<file path="config.mk">
export PLATFORM = sky130hd
export DESIGN_NAME = pipe_stage_latch
export DESIGN_NICKNAME = d
export VERILOG_FILES = /design/src/rtl/mips_pipe_pkg.sv /design/src/rtl/pipe_entry_reg.sv /design/src/rtl/pipe_stage_latch.sv
export SDC_FILE = /design/constraint.sdc
export NUM_CORES = 1
export LEC_CHECK = 0
export ABC_AREA = 0
export BUFFER_PORTS_ARGS = -buffer_cell sky130_fd_sc_hd__buf_2
export CAP_MARGIN = 15
export CORE_UTILIZATION = 50
export DETAILED_ROUTE_END_ITERATION = 7
export GPL_TIMING_DRIVEN = 0
export PLACE_DENSITY = 0.76
export SETUP_SLACK_MARGIN = 0.5
export SYNTH_ARGS = -nofsm -noshare
export SYNTH_HDL_FRONTEND = slang
export SYNTH_HIERARCHICAL = 1
export SYNTH_SLANG_ARGS = --single-unit
</file>
<file path="constraint.sdc">
create_clock -name i_clk -period 1.7 [get_ports i_clk]
set_input_delay 0.34 -clock i_clk [delete_from_list [all_inputs] [get_ports i_clk]]
set_output_delay 0.34 -clock i_clk [all_outputs]
set_load 0.02 [all_outputs]
</file>
<file path="src/rtl/mips_pipe_pkg.sv">
// Shared widths and ID/EX control-field layout for the MIPS inter-stage latches.
package mips_pipe_pkg;

    localparam int IF_ID_DATA_BITS  = 64;
    localparam int IF_ID_CTRL_BITS  = 1;
    localparam int ID_EX_DATA_BITS  = 128;
    localparam int ID_EX_CTRL_BITS  = 24;
    localparam int EX_MEM_DATA_BITS = 106;
    localparam int EX_MEM_CTRL_BITS = 12;
    localparam int MEM_WB_DATA_BITS = 101;
    localparam int MEM_WB_CTRL_BITS = 8;

    localparam int OCC_BITS = 2;

    localparam int IDEX_REG_DST_RD   = 0;
    localparam int IDEX_JUMP         = 1;
    localparam int IDEX_JAL          = 2;
    localparam int IDEX_ALU_SRC      = 3;
    localparam int IDEX_ALU_OP       = 4;
    localparam int IDEX_BRANCH       = 6;
    localparam int IDEX_NEQ_BRANCH   = 7;
    localparam int IDEX_MEM_WRITE    = 8;
    localparam int IDEX_MEM_READ     = 9;
    localparam int IDEX_DATAMEM_SIZE = 10;
    localparam int IDEX_MEM_TO_REG   = 12;
    localparam int IDEX_REG_WRITE    = 13;
    localparam int IDEX_SIZE_FILTERL = 14;
    localparam int IDEX_ZERO_EXTEND  = 16;
    localparam int IDEX_LUI          = 17;
    localparam int IDEX_JALR         = 18;
    localparam int IDEX_HALT         = 19;

    typedef struct packed {
        logic       reg_dst_rd;
        logic       jump;
        logic       jal;
        logic       alu_src;
        logic [1:0] alu_op;
        logic       branch;
        logic       neq_branch;
        logic       mem_write;
        logic       mem_read;
        logic [1:0] datamem_size;
        logic       mem_to_reg;
        logic       reg_write;
        logic [1:0] size_filterl;
        logic       zero_extend;
        logic       lui;
        logic       jalr;
        logic       halt;
    } id_ex_ctrl_t;

    // Upper spare bits stay zero so a bubble and an all-off decode look identical.
    function automatic logic [ID_EX_CTRL_BITS-1:0] pack_id_ex_ctrl(input id_ex_ctrl_t c);
        logic [ID_EX_CTRL_BITS-1:0] v;
        v = '0;
        v[IDEX_REG_DST_RD]          = c.reg_dst_rd;
        v[IDEX_JUMP]                = c.jump;
        v[IDEX_JAL]                 = c.jal;
        v[IDEX_ALU_SRC]             = c.alu_src;
        v[IDEX_ALU_OP +: 2]         = c.alu_op;
        v[IDEX_BRANCH]              = c.branch;
        v[IDEX_NEQ_BRANCH]          = c.neq_branch;
        v[IDEX_MEM_WRITE]           = c.mem_write;
        v[IDEX_MEM_READ]            = c.mem_read;
        v[IDEX_DATAMEM_SIZE +: 2]   = c.datamem_size;
        v[IDEX_MEM_TO_REG]          = c.mem_to_reg;
        v[IDEX_REG_WRITE]           = c.reg_write;
        v[IDEX_SIZE_FILTERL +: 2]   = c.size_filterl;
        v[IDEX_ZERO_EXTEND]         = c.zero_extend;
        v[IDEX_LUI]                 = c.lui;
        v[IDEX_JALR]                = c.jalr;
        v[IDEX_HALT]                = c.halt;
        return v;
    endfunction

endpackage

</file>
<file path="src/rtl/pipe_entry_reg.sv">
// One {valid, ctrl, data} pipeline entry; flush beats load, load beats clear.
module pipe_entry_reg #(
    parameter int DATA_BITS = 128,
    parameter int CTRL_BITS = 24
) (
    input  logic                 i_clk,
    input  logic                 i_reset_n,
    input  logic                 i_load,
    input  logic                 i_clear,
    input  logic                 i_flush,
    input  logic [DATA_BITS-1:0] i_data,
    input  logic [CTRL_BITS-1:0] i_ctrl,
    output logic                 o_valid,
    output logic [DATA_BITS-1:0] o_data,
    output logic [CTRL_BITS-1:0] o_ctrl
);

    logic                 valid_q, valid_d;
    logic [DATA_BITS-1:0] data_q, data_d;
    logic [CTRL_BITS-1:0] ctrl_q, ctrl_d;

    always_comb begin
        valid_d = valid_q;
        data_d  = data_q;
        ctrl_d  = ctrl_q;
        if (i_flush) begin
            valid_d = 1'b0;
            data_d  = '0;
            ctrl_d  = '0;
        end else if (i_load) begin
            valid_d = 1'b1;
            data_d  = i_data;
            ctrl_d  = i_ctrl;
        end else if (i_clear) begin
            valid_d = 1'b0;
        end
    end

    always_ff @(posedge i_clk or negedge i_reset_n) begin
        if (!i_reset_n) begin
            valid_q <= 1'b0;
            data_q  <= '0;
            ctrl_q  <= '0;
        end else begin
            valid_q <= valid_d;
            data_q  <= data_d;
            ctrl_q  <= ctrl_d;
        end
    end

    assign o_valid = valid_q;
    assign o_data  = data_q;
    assign o_ctrl  = ctrl_q;

endmodule

</file>
<file path="src/rtl/pipe_stage_latch.sv">
// Generic inter-stage latch: valid/ready handshake, optional 2-entry skid, flush, flush counter.
module pipe_stage_latch
    import mips_pipe_pkg::*;
#(
    parameter int DATA_BITS = 128,
    parameter int CTRL_BITS = 24,
    parameter bit SKID_EN   = 1'b1,
    parameter int CNT_BITS  = 16
) (
    input  logic                 i_clk,
    input  logic                 i_reset_n,
    input  logic                 i_step,
    input  logic                 i_flush,
    input  logic                 i_valid,
    output logic                 o_ready,
    input  logic [DATA_BITS-1:0] i_data,
    input  logic [CTRL_BITS-1:0] i_ctrl,
    output logic                 o_valid,
    input  logic                 i_ready,
    output logic [DATA_BITS-1:0] o_data,
    output logic [CTRL_BITS-1:0] o_ctrl,
    output logic [OCC_BITS-1:0]  o_occupancy,
    output logic [CNT_BITS-1:0]  o_flush_count
);

    logic                 m_valid, s_valid;
    logic [DATA_BITS-1:0] m_data, s_data, m_src_data;
    logic [CTRL_BITS-1:0] m_ctrl, s_ctrl, m_src_ctrl;
    logic                 m_load, m_clear, s_load, s_clear;
    logic                 in_fire, out_fire;
    logic [CNT_BITS-1:0]  flush_cnt_q, flush_cnt_d;

    assign in_fire  = i_valid & o_ready & i_step;
    assign out_fire = m_valid & i_ready & i_step;

    // Skid mode keeps ready purely registered so it never depends on downstream ready.
    assign o_ready = SKID_EN ? !s_valid : (!m_valid || (i_ready && i_step));

    always_comb begin
        m_load  = 1'b0;
        m_clear = 1'b0;
        s_load  = 1'b0;
        s_clear = 1'b0;
        if (i_step) begin
            if (SKID_EN) begin
                if (out_fire || !m_valid) begin
                    if (s_valid) begin
                        m_load  = 1'b1;
                        s_clear = 1'b1;
                    end else if (in_fire) begin
                        m_load  = 1'b1;
                    end else begin
                        m_clear = 1'b1;
                    end
                end else if (in_fire) begin
                    s_load = 1'b1;
                end
            end else begin
                if (in_fire) begin
                    m_load  = 1'b1;
                end else if (out_fire) begin
                    m_clear = 1'b1;
                end
            end
        end
    end

    // The older skid entry always drains into M before new input does.
    assign m_src_data = s_valid ? s_data : i_data;
    assign m_src_ctrl = s_valid ? s_ctrl : i_ctrl;

    pipe_entry_reg #(
        .DATA_BITS(DATA_BITS),
        .CTRL_BITS(CTRL_BITS)
    ) u_main (
        .i_clk     (i_clk),
        .i_reset_n (i_reset_n),
        .i_load    (m_load),
        .i_clear   (m_clear),
        .i_flush   (i_flush),
        .i_data    (m_src_data),
        .i_ctrl    (m_src_ctrl),
        .o_valid   (m_valid),
        .o_data    (m_data),
        .o_ctrl    (m_ctrl)
    );

    generate
        if (SKID_EN) begin : g_skid
            pipe_entry_reg #(
                .DATA_BITS(DATA_BITS),
                .CTRL_BITS(CTRL_BITS)
            ) u_skid (
                .i_clk     (i_clk),
                .i_reset_n (i_reset_n),
                .i_load    (s_load),
                .i_clear   (s_clear),
                .i_flush   (i_flush),
                .i_data    (i_data),
                .i_ctrl    (i_ctrl),
                .o_valid   (s_valid),
                .o_data    (s_data),
                .o_ctrl    (s_ctrl)
            );
        end else begin : g_no_skid
            assign s_valid = 1'b0;
            assign s_data  = '0;
            assign s_ctrl  = '0;
        end
    endgenerate

    always_comb begin
        flush_cnt_d = flush_cnt_q;
        if (i_flush && (flush_cnt_q != {CNT_BITS{1'b1}})) begin
            flush_cnt_d = flush_cnt_q + CNT_BITS'(1);
        end
    end

    always_ff @(posedge i_clk or negedge i_reset_n) begin
        if (!i_reset_n) begin
            flush_cnt_q <= '0;
        end else begin
            flush_cnt_q <= flush_cnt_d;
        end
    end

    assign o_valid       = m_valid;
    assign o_data        = m_data;
    assign o_ctrl        = m_valid ? m_ctrl : '0;
    assign o_occupancy   = OCC_BITS'(m_valid) + OCC_BITS'(s_valid);
    assign o_flush_count = flush_cnt_q;

endmodule

</file>
==> results_dict.tcl <==
set metrics [dict create \
    outcome "finished, violations left" \
    violations "negative hold slack, negative setup slack" \
    grt_start_max_net_pins 125 \
    synth_area_leaders "dfrtp_1 53%, mux2i_1 20%, mux2_2 11%" \
    ys_async_sr_fraction 1.000 \
    timing.rr.start "g_skid.u_skid/o_valid$_DFFE_PN0P_" \
    synth_most_common_cell "dfrtp_1" \
    grt_pass1_vias 12140 \
    die_area_mm2 0.03096 \
    route.antenna.remaining_nets 0 \
    syn2layout_area_growth_pct 49.14 \
    htree_levels 2 \
    required_ns 2.05 \
    seq_area_frac_synth 0.5325 \
    clk_latency_ns 0.51 \
    start_kind "register" \
    fin_area_mm2 0.02257 \
    placed_area_mm2 0.01752 \
    ys_ff_latch 322 \
    worst_slew_pin_slew_ns 0.8979 \
    cts_buffer_depth 3 \
    syn_inst 1266 \
    yosys-top-cells-count "322 x dfrtp_1, 310 x nor2_1, 306 x mux2i_1, 153 x mux2_2, 25 x buf_2" \
    io_pins 330 \
    grt_overflow_total 0 \
    yosysTopAreaCellShare 0.5325 \
    dp_slack_ns -0.5764 \
    layout_setup_ws_ns -0.2273 \
    synth_cell_type_count 31 \
    reg2reg_slack_ns -0.23 \
    crit_arrival_ns 2.28 \
    nets 1965 \
    slew_violations 0 \
    viasPerCell 5.372 \
    max-cap-violations 0 \
    die_y_um 176.0 \
    p_leak_nw 10.45 \
    drt_iter0_markers 714 \
    firstDrtPassIters 5 \
    power_density_mw_per_mm2 870.5 \
    die_w_um 176.0 \
    netlist_area_mm2 0.01513 \
    whs_ns -0.05731 \
    rsz0062_at_grt "yes" \
    grt_pass1_wl_um 66500 \
    yosys_warnings 6 \
    numCtsBuffers 35 \
    rr_endpoint "g_skid.u_skid/o_data[7]$_DFFE_PN0P_" \
    hold_viol_final 115 \
    start_util 0.5092 \
    synth_edf_count 0 \
    cts_tree "done" \
    syn_avg_cell_area_um2 11.95 \
    max_stage_delay_ns 0.43 \
    clock-sinks 322 \
    drive_gt1_frac 0.4784 \
    clk_pin_slew_worst_paths_ns 0.06 \
    port_buffers 329 \
    cp_max_fo 7 \
    max_freq_mhz 518.8 \
    fin_crit_ns 1.927 \
    fin_setup_tns_ns -30.86 \
    wire_per_inst_um 21.04 \
    dp_hpwl_um 26240 \
    gp_congestion 0.8217 \
    grt_use_total 0.2756 \
    skew_ns 0.01167 \
    rows 63 \
    cp_cell_sequence "buf_8 > buf_8 > nor3_4 > buf_6 > buf_12 > buf_12 > buf_16 > mux2i_1 > nor2_1" \
    synth_top_cell_by_area "dfrtp_1" \
    slew-limit-headroom 0.4014 \
    critPathCaptureType "register" \
    synthFlopType "dfrtp_1" \
    hp-class "input pin to asynchronous set/reset pin" \
    core_mm2 0.02972 \
    crit_type "register to register" \
    reg2regPathDepth 9 \
    syn-num-nets 1426 \
    antenna_found_initial 10 \
    fin_crit_sh 1.134 \
    setup_viol 314 \
    root_buffer "clkbuf_16" \
    crit_slowest_cell "dfrtp_2" \
    post-route-drc-count 0 \
    wirelength_um 46800 \
    peakVddDrop_v 0.001078 \
    vias 11950 \
]
-- cells in the final DEF (no fill, tap or decap), drive strengths merged, types with 4 or more instances in the layout --
cell type / netlist / final
nor3: 4 / 4
nor2: 310 / 310
buf: 63 / 559
inv: 7 / 7
nand4: 7 / 7
dfrtp: 322 / 322
mux2i: 306 / 306
xnor2: 6 / 6
nand2: 8 / 8
nand3: 4 / 4
and2: 24 / 24
clkbuf: 24 / 87
a21oi: 8 / 8
mux2: 154 / 154
diode: 0 / 5
-- what timing repair did --
item,CTS,global route
hold endpoints to repair,115,0
gates cloned,25,7
pin swaps,6,11
resized for setup,288,247
buffers inserted,77,62
setup endpoints to repair,492,618
-- how the worst max path moves through the flow --
stage / startpoint / to
6_report: g_skid.u_skid/o_valid$_DFFE_PN0P_ / g_skid.u_skid/o_data[7]$_DFFE_PN0P_
5_1_grt: g_skid.u_skid/o_valid$_DFFE_PN0P_ / g_skid.u_skid/o_data[8]$_DFFE_PN0P_
4_1_cts: u_main/o_valid$_DFFE_PN0P_ / o_ctrl[7]
3_5_place_dp: g_skid.u_skid/o_valid$_DFFE_PN0P_ / u_main/o_data[44]$_DFFE_PN0P_
3_3_place_gp: i_reset_n / o_flush_count[0]$_DFFE_PN0P_
2_1_floorplan: g_skid.u_skid/o_valid$_DFFE_PN0P_ / u_main/o_data[112]$_DFFE_PN0P_
-- sequential cells by signal, indices dropped and copies added, names as in the netlist --
| register | flops |
|---|---|
| u_main/o_ctrl | 24 |
| o_flush_count | 16 |
| u_main/o_valid | 1 |
| g_skid.u_skid/o_data | 128 |
| g_skid.u_skid/o_ctrl | 24 |
| g_skid.u_skid/o_valid | 1 |
| u_main/o_data | 128 |
-- where the power goes --
group / leakage (nW) / internal [mW] / switching [mW]
clock network: 0.574 / 4.62 / 3.08
registers: 4.38 / 7.98 / 0.338
logic: 5.49 / 1.93 / 1.70
total: 10.4 / 14.5 / 5.12
-- area by class of cell --
| cell class | count | area, µm² |
|---|---|---|
| Antenna cell | 5 | 12.51 |
| Buffer | 87 | 998.5 |
| Clock buffer | 57 | 1151 |
| Clock inverter | 4 | 27.53 |
| Fill cell | 1789 | 7149 |
| Inverter | 7 | 33.78 |
| Multi-Input combinational cell | 850 | 6883 |
| Sequential cell | 322 | 8080 |
| Tap cell | 390 | 488.0 |
| Timing Repair Buffer | 502 | 4893 |
-- routing by layer --
layer  wire length, µm  global-route usage  vias to the layer above
met5                65                   0                        -
met2             23830              0.4722                      418
li1                  -                   -                     5407
met3              3198             0.07364                      114
met1             18110              0.3364                     5998
met4              1596             0.09167                       10
-- metrics by stage --
stage / power (mW) / util / instances
final: 19.64 / 0.7594 / 2224
after global routing: 20.28 / 0.7593 / 2222
after CTS: 19.14 / 0.7092 / 2150
after detailed placement: 10.70 / 0.5896 / 1987
after global placement: 10.63 / 0.5874 / 1985
after floorplan: 9.743 / - / 1266
-- cell families (layout without fill, tap and decap cells) --
| group | count (synthesis) | after routing | share of synthesized area |
|---|---|---|---|
| XOR/XNOR | 8 | 8 | 0.004631 |
| buffers and inverters | 94 | 657 | 0.03779 |
| AO/OA/AOI/OAI | 11 | 11 | 0.004052 |
| other | 0 | 5 | 0 |
| adder cells (fa/ha/maj) | 2 | 2 | 0.001653 |
| AND/OR/NAND/NOR | 369 | 369 | 0.1024 |
| multiplexers | 460 | 460 | 0.3170 |
| flip-flops | 322 | 322 | 0.5325 |
-- critical path: cells and delay by family, from the launching register on --
kind	cells	cell delay [ns]
flip-flops	1	0.43
AND/OR/NAND/NOR	2	0.28
buffers and inverters	6	0.86
multiplexers	1	0.21
Note: power is estimated with default switching activity, not from simulation.
